<file path="src/rtl/raster_stamp_dispatch_pkg.sv">
// Raster stamp/CSR types shared by the stamp dispatcher and its FIFO.
package raster_stamp_dispatch_pkg;

    localparam int unsigned RASTER_DIM_BITS       = 12;
    localparam int unsigned RASTER_STAMP_DIM_BITS = RASTER_DIM_BITS - 1;
    localparam int unsigned RASTER_PID_BITS       = 16;
    localparam int unsigned RASTER_BCOORD_BITS    = 16;
    localparam int unsigned RASTER_NUM_BCOORDS    = 3;

    // Field placement inside the packed pos_mask CSR word
    localparam int unsigned RASTER_POSMASK_X_LSB = 4;
    localparam int unsigned RASTER_POSMASK_Y_LSB = RASTER_POSMASK_X_LSB + RASTER_STAMP_DIM_BITS;

    typedef logic [RASTER_NUM_BCOORDS-1:0][RASTER_BCOORD_BITS-1:0] raster_bcoords_t;

    typedef struct packed {
        logic [RASTER_STAMP_DIM_BITS-1:0] pos_x;
        logic [RASTER_STAMP_DIM_BITS-1:0] pos_y;
        logic [3:0]                       mask;
        raster_bcoords_t                  bcoords;
        logic [RASTER_PID_BITS-1:0]       pid;
    } raster_stamp_t;

    typedef struct packed {
        logic [31:0]     pos_mask;
        raster_bcoords_t bcoords;
    } raster_csrs_t;

    // Converts a stamp into the per-lane CSR view; unused pos_mask bits stay zero
    function automatic raster_csrs_t raster_pack_csrs(input raster_stamp_t stamp);
        raster_csrs_t csrs;
        csrs = '0;
        csrs.pos_mask[3:0] = stamp.mask;
        csrs.pos_mask[RASTER_POSMASK_X_LSB +: RASTER_STAMP_DIM_BITS] = stamp.pos_x;
        csrs.pos_mask[RASTER_POSMASK_Y_LSB +: RASTER_STAMP_DIM_BITS] = stamp.pos_y;
        csrs.bcoords = stamp.bcoords;
        return csrs;
    endfunction

endpackage

</file>
<file path="src/rtl/raster_stamp_dispatch_fifo.sv">
// Synchronous stamp FIFO with a registered first-word (head) output.
module raster_stamp_fifo
    import raster_stamp_dispatch_pkg::*;
#(
    parameter int unsigned Depth = 8
) (
    input  logic                   clk_i,
    input  logic                   reset_i,
    input  logic                   push_i,
    input  raster_stamp_t          data_i,
    input  logic                   pop_i,
    output raster_stamp_t          data_o,
    output logic                   full_o,
    output logic                   empty_o,
    output logic [$clog2(Depth):0] count_o
);

    localparam int unsigned PtrW = $clog2(Depth);
    localparam logic [PtrW-1:0] PtrOne = 1;
    localparam logic [PtrW:0]   CntOne = 1;
    localparam logic [PtrW:0]   CntFull = Depth[PtrW:0];

    raster_stamp_t   mem_q [Depth];
    raster_stamp_t   head_q;
    logic [PtrW-1:0] wr_ptr_q, rd_ptr_q, rd_next;
    logic [PtrW:0]   count_q;
    logic            push_en, pop_en;

    assign full_o  = (count_q == CntFull);
    assign empty_o = (count_q == '0);
    assign count_o = count_q;
    assign data_o  = head_q;
    assign push_en = push_i && !full_o;
    assign pop_en  = pop_i && !empty_o;
    assign rd_next = rd_ptr_q + PtrOne;

    // Storage array; contents need no reset since count gates visibility
    always_ff @(posedge clk_i) begin
        if (push_en) begin
            mem_q[wr_ptr_q] <= data_i;
        end
    end

    // Pointers, occupancy and the head register that presents the oldest entry
    always_ff @(posedge clk_i) begin
        if (reset_i) begin
            wr_ptr_q <= '0;
            rd_ptr_q <= '0;
            count_q  <= '0;
            head_q   <= '0;
        end else begin
            if (push_en) begin
                wr_ptr_q <= wr_ptr_q + PtrOne;
            end
            if (pop_en) begin
                rd_ptr_q <= rd_next;
            end
            if (push_en && !pop_en) begin
                count_q <= count_q + CntOne;
            end else if (pop_en && !push_en) begin
                count_q <= count_q - CntOne;
            end
            // Incoming word becomes head when the queue is (or is about to be) empty
            if (push_en && (empty_o || (pop_en && count_q == CntOne))) begin
                head_q <= data_i;
            end else if (pop_en) begin
                head_q <= mem_q[rd_next];
            end
        end
    end

endmodule

</file>
<file path="src/rtl/raster_stamp_dispatch.sv">
// Hands queued raster stamps to the active lanes of warp fetch requests.
module raster_stamp_dispatch
    import raster_stamp_dispatch_pkg::*;
#(
    parameter int unsigned NUM_LANES   = 4,
    parameter int unsigned QUEUE_DEPTH = 8,
    parameter int unsigned TAG_WIDTH   = 8
) (
    input  logic                                         clk_i,
    input  logic                                         reset_i,
    input  logic                                         stamp_valid_i,
    input  logic [$bits(raster_stamp_t)-1:0]             stamp_data_i,
    output logic                                         stamp_ready_o,
    input  logic                                         raster_done_i,
    input  logic                                         req_valid_i,
    input  logic [NUM_LANES-1:0]                         req_tmask_i,
    input  logic [TAG_WIDTH-1:0]                         req_tag_i,
    output logic                                         req_ready_o,
    output logic                                         rsp_valid_o,
    output logic [NUM_LANES-1:0]                         rsp_tmask_o,
    output logic [TAG_WIDTH-1:0]                         rsp_tag_o,
    output logic [NUM_LANES*$bits(raster_csrs_t)-1:0]    rsp_csrs_o,
    output logic [NUM_LANES*RASTER_PID_BITS-1:0]         rsp_pid_o,
    input  logic                                         rsp_ready_i
);

    if (RASTER_POSMASK_Y_LSB + RASTER_STAMP_DIM_BITS > 32) begin : gen_posmask_overflow
        $error("pos_mask packing does not fit in 32 bits");
    end

    typedef enum logic [1:0] {StIdle, StGather, StResp} state_e;

    state_e                                     state_q, state_d;
    logic                                       live_q;
    logic [NUM_LANES-1:0]                       remain_q, remain_d, lane_sel;
    logic [NUM_LANES-1:0]                       rsp_tmask_q, rsp_tmask_d;
    logic [TAG_WIDTH-1:0]                       tag_q, tag_d;
    raster_csrs_t [NUM_LANES-1:0]               csrs_q, csrs_d;
    logic [NUM_LANES-1:0][RASTER_PID_BITS-1:0]  pid_q, pid_d;

    raster_stamp_t                  fifo_head;
    logic                           fifo_pop, fifo_full, fifo_empty, req_ready;
    logic [$clog2(QUEUE_DEPTH):0]   fifo_count;
    logic                           unused_count;

    assign unused_count = ^fifo_count;

    // live_q keeps both ready outputs low during reset and for the cycle after
    assign stamp_ready_o = live_q && !fifo_full;
    assign req_ready     = live_q && (state_q == StIdle);
    assign req_ready_o   = req_ready;
    assign rsp_valid_o   = (state_q == StResp);
    assign rsp_tmask_o   = rsp_tmask_q;
    assign rsp_tag_o     = tag_q;
    assign rsp_csrs_o    = csrs_q;
    assign rsp_pid_o     = pid_q;

    // One-hot of the lowest lane still waiting for a stamp
    assign lane_sel = remain_q & (~remain_q + NUM_LANES'(1));

    raster_stamp_fifo #(
        .Depth (QUEUE_DEPTH)
    ) u_fifo (
        .clk_i   (clk_i),
        .reset_i (reset_i),
        .push_i  (stamp_valid_i && stamp_ready_o),
        .data_i  (raster_stamp_t'(stamp_data_i)),
        .pop_i   (fifo_pop),
        .data_o  (fifo_head),
        .full_o  (fifo_full),
        .empty_o (fifo_empty),
        .count_o (fifo_count)
    );

    // Request FSM and response datapath next-state
    always_comb begin
        state_d     = state_q;
        remain_d    = remain_q;
        tag_d       = tag_q;
        rsp_tmask_d = rsp_tmask_q;
        csrs_d      = csrs_q;
        pid_d       = pid_q;
        fifo_pop    = 1'b0;
        unique case (state_q)
            StIdle: begin
                if (req_valid_i && req_ready) begin
                    remain_d    = req_tmask_i;
                    tag_d       = req_tag_i;
                    rsp_tmask_d = '0;
                    csrs_d      = '0;
                    pid_d       = '0;
                    state_d     = (req_tmask_i == '0) ? StResp : StGather;
                end
            end
            StGather: begin
                if (!fifo_empty) begin
                    fifo_pop = 1'b1;
                    for (int unsigned i = 0; i < NUM_LANES; i++) begin
                        if (lane_sel[i]) begin
                            csrs_d[i]      = raster_pack_csrs(fifo_head);
                            pid_d[i]       = fifo_head.pid;
                            rsp_tmask_d[i] = 1'b1;
                        end
                    end
                    remain_d = remain_q & ~lane_sel;
                    if (remain_d == '0) begin
                        state_d = StResp;
                    end
                end else if (raster_done_i) begin
                    // Drained: respond with whatever lanes were filled
                    state_d = StResp;
                end
            end
            StResp: begin
                if (rsp_ready_i) begin
                    state_d = StIdle;
                end
            end
            default: state_d = StIdle;
        endcase
    end

    // State and response registers
    always_ff @(posedge clk_i) begin
        if (reset_i) begin
            state_q     <= StIdle;
            live_q      <= 1'b0;
            remain_q    <= '0;
            tag_q       <= '0;
            rsp_tmask_q <= '0;
            csrs_q      <= '0;
            pid_q       <= '0;
        end else begin
            state_q     <= state_d;
            live_q      <= 1'b1;
            remain_q    <= remain_d;
            tag_q       <= tag_d;
            rsp_tmask_q <= rsp_tmask_d;
            csrs_q      <= csrs_d;
            pid_q       <= pid_d;
        end
    end

endmodule

</file>
<file path="config.mk">
export PLATFORM = sky130hd
export DESIGN_NAME = raster_stamp_dispatch
export DESIGN_NICKNAME = d
export VERILOG_FILES = /design/src/rtl/raster_stamp_dispatch_pkg.sv /design/src/rtl/raster_stamp_dispatch_fifo.sv /design/src/rtl/raster_stamp_dispatch.sv
export SDC_FILE = /design/constraint.sdc
export NUM_CORES = 2
export LEC_CHECK = 0
export BUFFER_PORTS_ARGS = -buffer_cell sky130_fd_sc_hd__buf_2
export CORE_AREA = 2 2 393 395
export CTS_BUF_LIST = sky130_fd_sc_hd__clkbuf_4 sky130_fd_sc_hd__clkbuf_8
export DETAILED_ROUTE_END_ITERATION = 6
export DIE_AREA = 0 0 395 397
export PLACE_DENSITY_LB_ADDON = 0.3
export RECOVER_POWER = 25
export SYNTH_ARGS = -nofsm -noshare
export SYNTH_HDL_FRONTEND = slang
export SYNTH_HIERARCHICAL = 1
export SYNTH_SLANG_ARGS = --single-unit
</file>
<file path="constraint.sdc">
create_clock -name clk_i -period 21.8 [get_ports clk_i]
set_input_delay 6.54 -clock clk_i [delete_from_list [all_inputs] [get_ports clk_i]]
set_output_delay 6.54 -clock clk_i [all_outputs]
set_load 0.1 [all_outputs]
</file>
# Word-level counts from Yosys, hierarchy flattened
# Memories as Yosys holds them, arrays and structs flattened.
# Index checks and enable logic that the tools add are counted.
word_totals:
  mem_bits_ro: 0
  ramBits: 720
  ff_bits: 503
  inputBits: 108
  n_memories: 1
  latchBits: 0
  output_inout_bits: 399
memory_table:
  columns: ["name", "depth", "word_bits", "read_ports", "rd_clocked_by_memory_dff", "wr", "line", "source"]
  rows:
  - ["u_fifo.mem_q", 8, 90, 1, 0, 1, "raster_stamp_dispatch_fifo.sv:23", "raster_stamp_t mem_q [Depth];"]
op_classes:
  multipliers: 0
  div_mod_pow: 0
  shift: 0
  eq_ne: 13
  n_bitwise: 4
  n_reduce_logical: 29
  order_cmp: 0
  n_mux: 40
  n_addsub: 5
op_table:
  columns: ["op", "n"]
  rows:
  - ["$mux 320", 2]
  - ["$pmux 320 s2", 1]
  - ["$mux 80", 4]
  - ["$mux 90", 2]
  - ["$mux 64", 2]
  - ["$pmux 64 s2", 1]
  - ["$mux 16", 4]
  - ["$mux 4", 6]
  - ["$reduce_and 4->1", 5]
  - ["$pmux 4 s2", 2]
  - ["$logic_not 4->1", 3]
  - ["$mux 2", 6]
  - ["$logic_and 1x1->1", 10]
  - ["$ne 2x2->1 const B", 5]
  - ["$mux 1", 9]
  - ["$add 4x1->4 const B", 2]
  - ["$and 4x4->4", 2]
  - ["$not 4->4", 2]
  - ["$add 3x1->3 const B", 2]
  - ["$ne 3x3->1 const B", 2]
  - ["$pmux 2 s3", 1]
  - ["$reduce_bool 2->1", 3]
  - ["$eq 4x1->1 const B", 1]
  - ["$eq 4x4->1 const B", 1]
  - ["9 further kinds", 13]

# Depth between registers and ports, before layout
logic_depth:
  word_depth: 9
  mapped_depth: 15
  mapped_depth_nobuf: 13

# By module
# The synthesis kept the hierarchy.
modules_own_cells:
  columns: ["module", "cells_each", "seq_area_each_um2", "area_each_um2", "instances"]
  rows:
  - ["raster_stamp_fifo", 1527, 23622.7, 31405.1, 1]
  - ["raster_stamp_dispatch", 1737, 7587.3, 14002.2, 1]

# Worst setup path before layout
# Ideal clock, no wire load.
synth_timing:
  path_kind: "input to register"
  startpoint: "in stamp_valid_i"
  endpoint: "mem u_fifo/mem_q[0][0] (netlist bit), enable pin"
  setup_ns: 0.649
  arrival_ns: 13.260
  path_stages: 4
  slack_ns: 7.891
  path_buffers: 0
  path_cell_list: "and2_1 > nand2_1 > or2_2 > nor3_1"
synth_via:
  elab_chain_cells: 4
synth_lines:
  columns: ["element", "line", "source"]
  rows:
  - ["start: declaration", "raster_stamp_dispatch.sv:11", "input logic stamp_valid_i,"]
  - ["$logic_and 1x1->1", "raster_stamp_dispatch.sv:66", ".push_i (stamp_valid_i && stamp_ready_o),"]
  - ["$logic_and 1x1->1", "raster_stamp_dispatch_fifo.sv:33", "assign push_en = push_i && !full_o;"]
  - ["$mux 1", "raster_stamp_dispatch_fifo.sv:39", "if (push_en) begin"]
  - ["$mux 1 (not written as such)", "raster_stamp_dispatch_fifo.sv:40", "mem_q[wr_ptr_q] <= data_i;"]
  - ["end: declaration", "raster_stamp_dispatch_fifo.sv:23", null]
# No other way between the ends.

# Final worst setup path
layout_timing:
  startpoint: "reg state_q[1]"
  endpoint: "out rsp_valid_o"
layout_via:
  elab_chain_cells: 1
layout_lines:
  columns: ["element", "line", "source"]
  rows:
  - ["start: declaration", "raster_stamp_dispatch.sv:33", "state_e state_q, state_d;"]
  - ["start signal: assignment", "raster_stamp_dispatch.sv:126", "state_q <= StIdle;"]
  - ["start signal: assignment", "raster_stamp_dispatch.sv:134", "state_q <= state_d;"]
  - ["$eq 2x2->1", "raster_stamp_dispatch.sv:52", "assign rsp_valid_o = (state_q == StResp);"]
  - ["end: declaration", "raster_stamp_dispatch.sv:19", "output logic rsp_valid_o,"]
# No other way between the ends.

==> reports/qor.yml <==
cp_max_fo: 17
final_cell_area_um2: 53900
worstPathArrival_ns: 2.69
nets: 3852
synth_top_area_frac: 0.476
grt-busiest-layer: "met2"
fin_skew_ns: 0.0872
routed_wl_mm: 145
gp_congestion: 0.764
worst-path-buf-inv: 1
root_buffer: "clkbuf_8"
drt_iter0_drc: 2288
antenna_found_initial: 51
end_kind: "output port"
power.density_nw_per_um2: 103
cts_buffers: 202
syn-instance-count: 3264
fp.dieW_um: 395
status: "finished, final reports clean"
clkSinkCount: 1199
hold_path_class: "reg -> reg"
max_slew.worst_pin.slew_ns: 1.28
cts_hold_buf: 0
grt_util_met3: 0.0602
synth.top_cells.by_count: "edfxtp_1 (720), dfxtp_1 (479), nand2_1 (388), a21oi_1 (377), nand3_1 (368)"
critPathKind: "reg -> out"
areaGrowthSynthToFinish_pct: 18.6
viasPerCell: 4.99
synth_ff_type: "edfxtp_1"
post_cts_resized: 0
cts_tree: "done"
synth_most_common_cell: "edfxtp_1"
drive_gt1_frac: 0.261
dr_total_vias: 29700
synth_top_area_cell: "edfxtp_1"
path_cells: "nor2b_1 -> buf_2"
dpl_cell_area_um2: 49600
worstSkewPairLatency_ns: 0.95
route.detailed.drc: 0
first_pass_iters: 5
port_buffers: 482
grt_pass1_wl_mm: 209
finalHoldWorstSlack_ns: 0.449
antenna_left: 0
critical_path_required_ns: 15.26
grt_util_met1: 0.239
grtUsageTotal: 0.181
dieArea_um2: 157000
overflow: 0
cap_viol_max_count: 0
slew_viol_final: 0
io_pins: 507
worst_setup_path_start_kind: "flop"
synth-edff-count: 720
use_met2: 0.286
h-tree-depth: 4
initial_core_util: 0.297
clkTransAtPathRegs_ns: 0.06
postCtsSetupBuffers: 0
p_leak_uw: 0.0184
cp_top_family: "flip-flops"
slew_headroom: 0.145
syn_avg_cell_area_um2: 13.9
netlist_area_um2: 45400
final.period_utilization: 0.423
rows: 144
fill_cells: 14900
die_y_um: 397
period_needed_ns: 9.23
grt_pass1_vias: 29400
slowest_delay_ns: 0.94
fmax_mhz: 108
synth-seq-cells: 1199
routedWlPerCell_um: 24.4
dpl.hpwl_mm: 87.2
peakVddDrop_uv: 64.7
setup_tns_ns: 0
synth_warnings: 6
finalSetupViolations: 0
yosys-top-cells-area: "edfxtp_1 (48%), dfxtp_1 (21%), mux4_2 (8.9%)"
finish.utilization: 0.352
slowest_stage: "dfxtp_1"
ys_async_sr_fraction: 0
rsz0062_at_grt: "no"
grt_max_degree: 101
ys_seq_area_frac: 0.687
hold_violations: 0
core-area_um2: 153000
yosysUniqueCellTypes: 49
clock_path_buffers: 3
[registers in the layout, summed over array words and instances, names as in the netlist]
signal / count
u_fifo/count_o: 4
rsp_pid_o: 64
rsp_tag_o: 8
live_q: 1
rsp_tmask_o: 4
u_fifo/mem_q: 720
u_fifo/wr_ptr_q: 3
rsp_csrs_o: 296
remain_q: 4
u_fifo/rd_ptr_q: 3
u_fifo/data_o: 90
state_q: 2
[power breakdown]
part / internal, µW / switching [µW] / total, µW
sequential: 2480 / 129 / 2610
combinational: 199 / 617 / 817
clock: 1180 / 952 / 2130
total: 3860 / 1700 / 5560
[tightest hold or removal path, cell delays in order, from the launching register on]
cell and delay (ns):
dfxtp_1 0.30, nand2_1 0.05, a21oi_1 0.05
[cells in the final DEF (no fill, tap or decap), drive strengths merged, types with 90 or more instances in the layout]
cell      n
buf     455
o21ai    94
dfxtp   479
nand3   368
mux4    180
mux2i    91
a21oi   378
a21boi   90
nand2   388
clkbuf  394
edfxtp  720
a22oi    91
[layout make-up]
cell class | count | area [µm²] | area share
clock buffer | 313 | 3750 | 0.0696
inverter | 8 | 30.0 | 0.000558
antenna | 10 | 25.0 | 0.000465
multi-input combinational | 1791 | 12900 | 0.240
timing repair buffer | 536 | 2740 | 0.0509
clock inverter | 64 | 616 | 0.0114
tap | 2044 | 2560 | 0.0475
sequential | 1199 | 31200 | 0.580
[per-stage QoR]
stage | instances | total power [µW] | worst slack, ns
3_3_place_gp | 5578 | 3490 | 11.87
4_1_cts | 5955 | 5630 | 12.43
3_5_place_dp | 5578 | 3490 | 11.82
5_1_grt | 5959 | 5780 | 12.37
2_1_floorplan | 3287 | 3160 | 7.89
6_report | 5965 | 5560 | 12.57
[path summary, 6_finish.rpt]
kind,start,to,slack (ns),cells after the start
setup / recovery,state_q[1]$_SDFFE_PP0P_,rsp_valid_o,12.57,2
hold / removal,rsp_pid_o[20]$_SDFFE_PP0P_,rsp_pid_o[20]$_SDFFE_PP0P_,0.45,2
setup reg to reg,u_fifo/count_o[1]$_SDFFE_PP0P_,rsp_csrs_o[72]$_SDFFE_PP0P_,16.97,9
hold reg to reg,rsp_pid_o[20]$_SDFFE_PP0P_,rsp_pid_o[20]$_SDFFE_PP0P_,0.45,2
[layer usage]
metal,vias up,part of all wire
met5,-,0.0017
met4,36,0.020
met3,249,0.088
met2,1154,0.46
met1,15100,0.43
li1,13200,-
[logic make-up (layout without fill, tap and decap cells)]
family,Yosys count,after routing,synth area share
adder cells (fa/ha/maj),6,6,0.00165
buffers and inverters,297,921,0.0338
multiplexers,271,271,0.109
flip-flops,1199,1199,0.687
AND/OR/NAND/NOR,807,807,0.0788
XOR/XNOR,8,8,0.00154
AO/OA/AOI/OAI,675,675,0.0875
other,1,34,0.0000826
(Power assumes the default switching activity.)
